===== src/rtl/temp_monitor_pkg.sv =====
// Shared types and constants for the temperature monitor: poll FSM states,
// CSR word addresses and the sensor code offset.
package temp_monitor_pkg;

  typedef enum logic [1:0] {
    ST_IDLE   = 2'd0,
    ST_READ   = 2'd1,
    ST_WAIT   = 2'd2,
    ST_UPDATE = 2'd3
  } poll_state_e;

  localparam logic [1:0] CSR_ADDR_STATUS = 2'd0;
  localparam logic [1:0] CSR_ADDR_MINMAX = 2'd1;
  localparam logic [1:0] CSR_ADDR_COUNTS = 2'd2;
  localparam logic [1:0] CSR_ADDR_CTRL   = 2'd3;

  // Sensor codes carry degrees C biased by this amount
  localparam logic [7:0] CODE_OFFSET = 8'd128;

  function automatic logic [7:0] sat_inc8(input logic [7:0] value);
    return (value == 8'hFF) ? value : value + 8'd1;
  endfunction

endpackage


===== src/rtl/temp_monitor_stats.sv =====
// Sample statistics: block averaging, min/max tracking and the hysteretic
// over-temperature alarm that only moves when a new average is produced.
module temp_stats
  import temp_monitor_pkg::*;
#(
  parameter int unsigned AvgLog2 = 3,
  parameter logic [6:0]  AlarmHi = 7'd85,
  parameter logic [6:0]  AlarmLo = 7'd80
) (
  input  logic       clk,
  input  logic       reset,
  input  logic       clear,
  input  logic       sample_valid,
  input  logic [7:0] code,
  output logic [7:0] avg,
  output logic       avg_valid,
  output logic [7:0] min_code,
  output logic [7:0] max_code,
  output logic       alarm,
  output logic       alarm_n
);

  localparam int unsigned AccW   = 8 + AvgLog2;
  localparam logic [7:0]  HiCode = {1'b0, AlarmHi} + CODE_OFFSET;
  localparam logic [7:0]  LoCode = {1'b0, AlarmLo} + CODE_OFFSET;

  logic [AccW-1:0]    acc_r;
  logic [AccW-1:0]    acc_sum_s;
  logic [AvgLog2-1:0] blk_cnt_r;
  logic               first_r;
  logic               block_done_s;
  logic [7:0]         new_avg_s;

  always_comb begin
    acc_sum_s    = acc_r + AccW'(code);
    new_avg_s    = acc_sum_s[AvgLog2 +: 8];
    block_done_s = sample_valid && (blk_cnt_r == {AvgLog2{1'b1}});
  end

  // The block count wraps to zero by itself on the last sample of a block
  always_ff @(posedge clk) begin
    if (reset || clear) begin
      acc_r     <= '0;
      blk_cnt_r <= '0;
    end else if (sample_valid) begin
      blk_cnt_r <= blk_cnt_r + AvgLog2'(1);
      acc_r     <= block_done_s ? '0 : acc_sum_s;
    end
  end

  // A clear keeps avg and alarm so the last known state stays visible
  always_ff @(posedge clk) begin
    if (reset) begin
      avg       <= 8'd0;
      avg_valid <= 1'b0;
      alarm     <= 1'b0;
      alarm_n   <= 1'b1;
    end else if (clear) begin
      avg_valid <= 1'b0;
    end else if (block_done_s) begin
      avg       <= new_avg_s;
      avg_valid <= 1'b1;
      if (new_avg_s >= HiCode) begin
        alarm   <= 1'b1;
        alarm_n <= 1'b0;
      end else if (new_avg_s <= LoCode) begin
        alarm   <= 1'b0;
        alarm_n <= 1'b1;
      end
    end
  end

  always_ff @(posedge clk) begin
    if (reset || clear) begin
      min_code <= 8'd0;
      max_code <= 8'd0;
      first_r  <= 1'b1;
    end else if (sample_valid) begin
      if (first_r) begin
        min_code <= code;
        max_code <= code;
        first_r  <= 1'b0;
      end else begin
        if (code < min_code) min_code <= code;
        if (code > max_code) max_code <= code;
      end
    end
  end

endmodule


===== src/rtl/temp_monitor.sv =====
// Periodic Avalon-MM temperature poller with a small CSR block; statistics
// and alarm generation live in temp_stats.
module temp_monitor
  import temp_monitor_pkg::*;
#(
  parameter logic [23:0] PollCycles  = 24'd1_000_000,
  parameter int unsigned AvgLog2     = 3,
  parameter logic [6:0]  AlarmHi     = 7'd85,
  parameter logic [6:0]  AlarmLo     = 7'd80,
  parameter logic [7:0]  WaitTimeout = 8'd255
) (
  input  logic        clk,
  input  logic        reset,
  output logic        m_read,
  input  logic        m_waitrequest,
  input  logic        m_readdatavalid,
  input  logic [15:0] m_readdata,
  input  logic [1:0]  csr_address,
  input  logic        csr_read,
  output logic [31:0] csr_readdata,
  input  logic        csr_write,
  input  logic [31:0] csr_writedata,
  output logic        alarm,
  output logic        alarm_n
);

  poll_state_e state_r, state_next_s;
  logic [23:0] poll_cnt_r;
  logic [7:0]  wait_cnt_r;
  logic [8:0]  sample_r;
  logic        enable_r;
  logic [15:0] sample_cnt_r;
  logic [7:0]  invalid_cnt_r;
  logic [7:0]  timeout_cnt_r;
  logic        timeout_s;
  logic        ctrl_wr_s;
  logic        clear_s;
  logic        sample_ok_s;
  logic        sample_bad_s;
  logic [7:0]  avg_s;
  logic        avg_valid_s;
  logic [7:0]  min_s;
  logic [7:0]  max_s;
  logic        unused_s;

  assign unused_s = ^{csr_writedata[31:2], m_readdata[15:9]};

  always_comb begin
    state_next_s = state_r;
    timeout_s    = 1'b0;
    case (state_r)
      ST_IDLE: begin
        if (enable_r && (poll_cnt_r == 24'd0)) state_next_s = ST_READ;
        else                                    state_next_s = ST_IDLE;
      end
      ST_READ: begin
        if (!m_waitrequest) state_next_s = ST_WAIT;
        else                state_next_s = ST_READ;
      end
      ST_WAIT: begin
        if (m_readdatavalid) begin
          state_next_s = ST_UPDATE;
        end else if (wait_cnt_r == (WaitTimeout - 8'd1)) begin
          state_next_s = ST_IDLE;
          timeout_s    = 1'b1;
        end else begin
          state_next_s = ST_WAIT;
        end
      end
      ST_UPDATE: state_next_s = ST_IDLE;
      default:   state_next_s = ST_IDLE;
    endcase
  end

  // A clear landing on the UPDATE cycle discards that sample completely
  always_comb begin
    ctrl_wr_s    = csr_write && (csr_address == CSR_ADDR_CTRL);
    clear_s      = ctrl_wr_s && csr_writedata[0];
    sample_ok_s  = (state_r == ST_UPDATE) && sample_r[8] && !clear_s;
    sample_bad_s = (state_r == ST_UPDATE) && !sample_r[8] && !clear_s;
  end

  always_ff @(posedge clk) begin
    if (reset) begin
      state_r    <= ST_IDLE;
      poll_cnt_r <= PollCycles - 24'd1;
      wait_cnt_r <= 8'd0;
      sample_r   <= 9'd0;
      m_read     <= 1'b0;
    end else begin
      state_r <= state_next_s;
      m_read  <= (state_next_s == ST_READ);
      if ((state_r == ST_IDLE) && enable_r && (poll_cnt_r != 24'd0))
        poll_cnt_r <= poll_cnt_r - 24'd1;
      else
        poll_cnt_r <= PollCycles - 24'd1;
      wait_cnt_r <= (state_r == ST_WAIT) ? wait_cnt_r + 8'd1 : 8'd0;
      if ((state_r == ST_WAIT) && m_readdatavalid) sample_r <= m_readdata[8:0];
    end
  end

  always_ff @(posedge clk) begin
    if (reset || clear_s) begin
      sample_cnt_r  <= 16'd0;
      invalid_cnt_r <= 8'd0;
      timeout_cnt_r <= 8'd0;
    end else begin
      if (sample_ok_s)  sample_cnt_r  <= sample_cnt_r + 16'd1;
      if (sample_bad_s) invalid_cnt_r <= sat_inc8(invalid_cnt_r);
      if (timeout_s)    timeout_cnt_r <= sat_inc8(timeout_cnt_r);
    end
  end

  always_ff @(posedge clk) begin
    if (reset) begin
      enable_r     <= 1'b1;
      csr_readdata <= 32'd0;
    end else begin
      if (ctrl_wr_s) enable_r <= csr_writedata[1];
      if (csr_read) begin
        case (csr_address)
          CSR_ADDR_STATUS: csr_readdata <= {alarm, avg_valid_s, 22'd0, avg_s};
          CSR_ADDR_MINMAX: csr_readdata <= {16'd0, max_s, min_s};
          CSR_ADDR_COUNTS: csr_readdata <= {timeout_cnt_r, invalid_cnt_r, sample_cnt_r};
          CSR_ADDR_CTRL:   csr_readdata <= {30'd0, enable_r, 1'b0};
          default:         csr_readdata <= 32'd0;
        endcase
      end
    end
  end

  temp_stats #(
    .AvgLog2 (AvgLog2),
    .AlarmHi (AlarmHi),
    .AlarmLo (AlarmLo)
  ) u_stats (
    .clk          (clk),
    .reset        (reset),
    .clear        (clear_s),
    .sample_valid (sample_ok_s),
    .code         (sample_r[7:0]),
    .avg          (avg_s),
    .avg_valid    (avg_valid_s),
    .min_code     (min_s),
    .max_code     (max_s),
    .alarm        (alarm),
    .alarm_n      (alarm_n)
  );

endmodule


===== config.mk =====
export PLATFORM = sky130hd
export DESIGN_NAME = temp_monitor
export DESIGN_NICKNAME = d
export VERILOG_FILES = /design/src/rtl/temp_monitor_pkg.sv /design/src/rtl/temp_monitor_stats.sv /design/src/rtl/temp_monitor.sv
export SDC_FILE = /design/constraint.sdc
export NUM_CORES = 1
export LEC_CHECK = 0
export CAP_MARGIN = 20
export CORE_AREA = 2 2 166 103
export CTS_CLUSTER_SIZE = 30
export DETAILED_ROUTE_END_ITERATION = 10
export DIE_AREA = 0 0 168 105
export PLACE_DENSITY = 0.76
export SYNTH_ARGS = -nofsm -noshare
export SYNTH_HDL_FRONTEND = slang
export SYNTH_SLANG_ARGS = --single-unit

===== constraint.sdc =====
create_clock -name clk -period 4.02 [get_ports clk]
set_input_delay 0.804 -clock clk [delete_from_list [all_inputs] [get_ports clk]]
set_output_delay 0.804 -clock clk [all_outputs]
set_load 0.02 [all_outputs]

==> reports/results.tsv <==
metric	value	unit
outcome	finished clean	
area_delta_synth_final	17.77	%
p_per_area	380.6	nW/um2
ctsHoldBuffers	0	
clk-insertion-delay-late	0.43	ns
synth_edf_count	0	
grt_use_total	19.84	%
async_flop_share	0	%
cp_max_fo	16	
clockPowerShare	48.9	%
synth_top_area_share	42.37	%
place_congestion	0.8255	
leakagePower	3.219	nW
pwr-share-seq	47.3	%
ys_warn_count	0	
regArea	3023	um2
port_buffers	53	
crit_path_end_kind	flop	
tightest_slew	0.8007	ns
fin_setup_tns	0	ns
critPathKind	in2reg	
cts_resized	0	
skew	0.01355	ns
rsz0062_at_grt	false	
multi_input_area	3856	um2
crit_required	4.37	ns
relSlewSlack	46.46	%
whs	0.3958	ns
yosys-top-cells-area	dfxtp_1, nor2_1, mux2i_1	
synth_top_area_cell	dfxtp_1	
swShare	23.79	%
drv_cap	0	
synth_cell_types	65	
hpwl	11.60	mm
root_buffer	clkbuf_16	
timing.fmax	350.6	MHz
ff2ff_path_depth	9	
cp-start-kind	input port	
fin_nets	945	
netSwitchingPower	0.7607	mW
min_from	poll_cnt_r[0]	
cts_buffers	17	
die_h	105	um
rr_endpoint	u_stats.alarm_n	
grt_max_degree	49	
viasPerCell	5.451	
cts_tree	yes	
period_needed	2.852	ns
vias	5882	
fillCellCount	1454	
period_share	70.96	%
drtAntennaViolNets	0	
dieArea	17640	um2
worstSetupEndpoint	u_stats.min_code[6]	
remaining_drc_errors	0	
worstPathArrival	3.20	ns
wirelength	16.48	mm
hold_viol_final	0	
drt-wirelength-per-cell	15.27	um
syn_nets	902	
syn_inst	814	
drive_above_1_share	7.241	%
r2r_start	sample_r[0]	
gr-total-overflow	0	
htree_num_levels	4	
grt_pass1_wl	28.17	mm
antenna_found_initial	0	
avgSynthCellArea	8.765	um2
postCtsSetupRepairBufs	0	
pwr-share-comb	3.8	%
clockBufferDepth	2	
numClockSinks	151	
grt_pass1_vias	5515	
ys_ff_latch	151	
min_path_type	reg2reg	
maxSlewViolCount	0	
yosysMostFrequentCell	dfxtp_1	
yosysSeqAreaShare	42.37	%
die_w	168	um
syn_area	7134	um2
rrSetupSlack	1.20	ns
vdd_drop_max	0.2407	mV
first_pass_iters	5	
power.internal	2.437	mW
start_util	44.62	%
yosys-top-cells-count	dfxtp_1, nor2_1, nand2_1, a21oi_1, mux2i_1	
clk_pin_slew	0.06	ns
coreArea	15990	um2
fp-row-count	36	
drt_iter0_markers	346	
synth_flop_cell	dfxtp_1	
diodes	0	
startpoint	csr_address[0]	
ios	91	
p_total	3.197	mW
setup-violations-final	0	
[final cells by class]
type	instances	area share [%]
repair buffers	63	7.089
well taps	209	3.112
multi-input cells	600	45.90
inverters	24	1.072
flip-flops and latches	151	35.98
clock buffers	18	5.227
clock inverters	14	1.623
[how the worst min path moves through the flow]
stage	to	slack (ns)	depth (start not counted)
5_1_grt	poll_cnt_r[0]	0.43	1
2_1_floorplan	poll_cnt_r[0]	0.37	1
6_report	poll_cnt_r[0]	0.40	1
3_3_place_gp	poll_cnt_r[0]	0.38	1
3_5_place_dp	poll_cnt_r[0]	0.38	1
4_1_cts	poll_cnt_r[0]	0.40	1
[per-layer routing]
| metal | global-route usage (%) | part of all wire (%) |
|---|---|---|
| met5 | 0 | 0 |
| met4 | 4.845 | 1.0 |
| met3 | 5.038 | 6.1 |
| met2 | 27.74 | 41 |
| met1 | 30.00 | 52 |
[power groups by stage]
stage	clock network (mW)	logic, mW	registers (mW)
floorplan	0	0.0579	1.56
global placement	0	0.121	1.55
detailed placement	0	0.122	1.55
CTS	1.60	0.122	1.51
global route	1.66	0.132	1.51
finish	1.56	0.121	1.51
[placed cells by master (no fill, tap or decap), types with 4 or more instances in the layout]
cell	Yosys	final
dfxtp_1	151	151
nor2_1	123	123
nand2_1	84	84
clkdlybuf4s50_1	0	51
a21oi_1	50	50
mux2i_1	40	40
ha_1	31	31
xor2_1	27	27
xnor2_1	27	27
inv_1	24	24
a211oi_1	21	21
nor2b_1	21	21
nand3_1	20	20
o21ai_0	18	18
clkbuf_16	0	17
nor3_1	14	14
a22oi_1	14	14
nand4_1	13	13
and3_1	11	11
or3_1	10	10
buf_4	0	10
a21o_1	9	9
nand3b_1	6	6
nand2b_1	5	5
inv_6	0	5
nor3b_1	4	4
a31oi_1	4	4
nor4_1	4	4
[logic make-up (layout without fill, tap and decap cells)]
family | after synthesis | after routing | share of synthesized area [%]
and+or+nand+nor | 337 | 337 | 23.61
xor gates and xnor gates | 54 | 54 | 6.629
muxes | 41 | 41 | 5.928
DFF | 151 | 151 | 42.37
buffers and inverters | 63 | 119 | 3.578
adders and majority gates | 32 | 32 | 5.717
AOI/OAI and AO/OA | 136 | 136 | 12.17
[sequential cells by signal, summed over array words and instances, names as in the netlist]
name               count
u_stats.avg            8
csr_readdata          32
u_stats.alarm_n        1
u_stats.min_code       8
state_r                2
timeout_cnt_r          8
u_stats.acc_r         11
u_stats.blk_cnt_r      3
u_stats.first_r        1
sample_r               9
u_stats.alarm          1
m_read                 1
u_stats.avg_valid      1
u_stats.max_code       8
enable_r               1
invalid_cnt_r          8
poll_cnt_r            24
sample_cnt_r          16
wait_cnt_r             8
[worst max-delay path, cell delays in order]
cell	delay, ns
clkdlybuf4s50_1	0.85
nand4_1	0.28
nand2_1	0.52
a221o_1	0.50
mux2i_1	0.23
[through the flow]
stage / util, % / cell area [um2] / std cells / setup slack (ns)
after floorplan: - / 7134 / 814 / 1.618
after global placement: 48.94 / 7826 / 1047 / 0.7604
after detailed placement: 48.94 / 7826 / 1047 / 0.7819
after CTS: 52.54 / 8402 / 1079 / 1.206
after global routing: 52.54 / 8402 / 1079 / 0.9299
final: 52.54 / 8402 / 1079 / 1.168
Note: power is estimated with default switching activity, not from simulation.
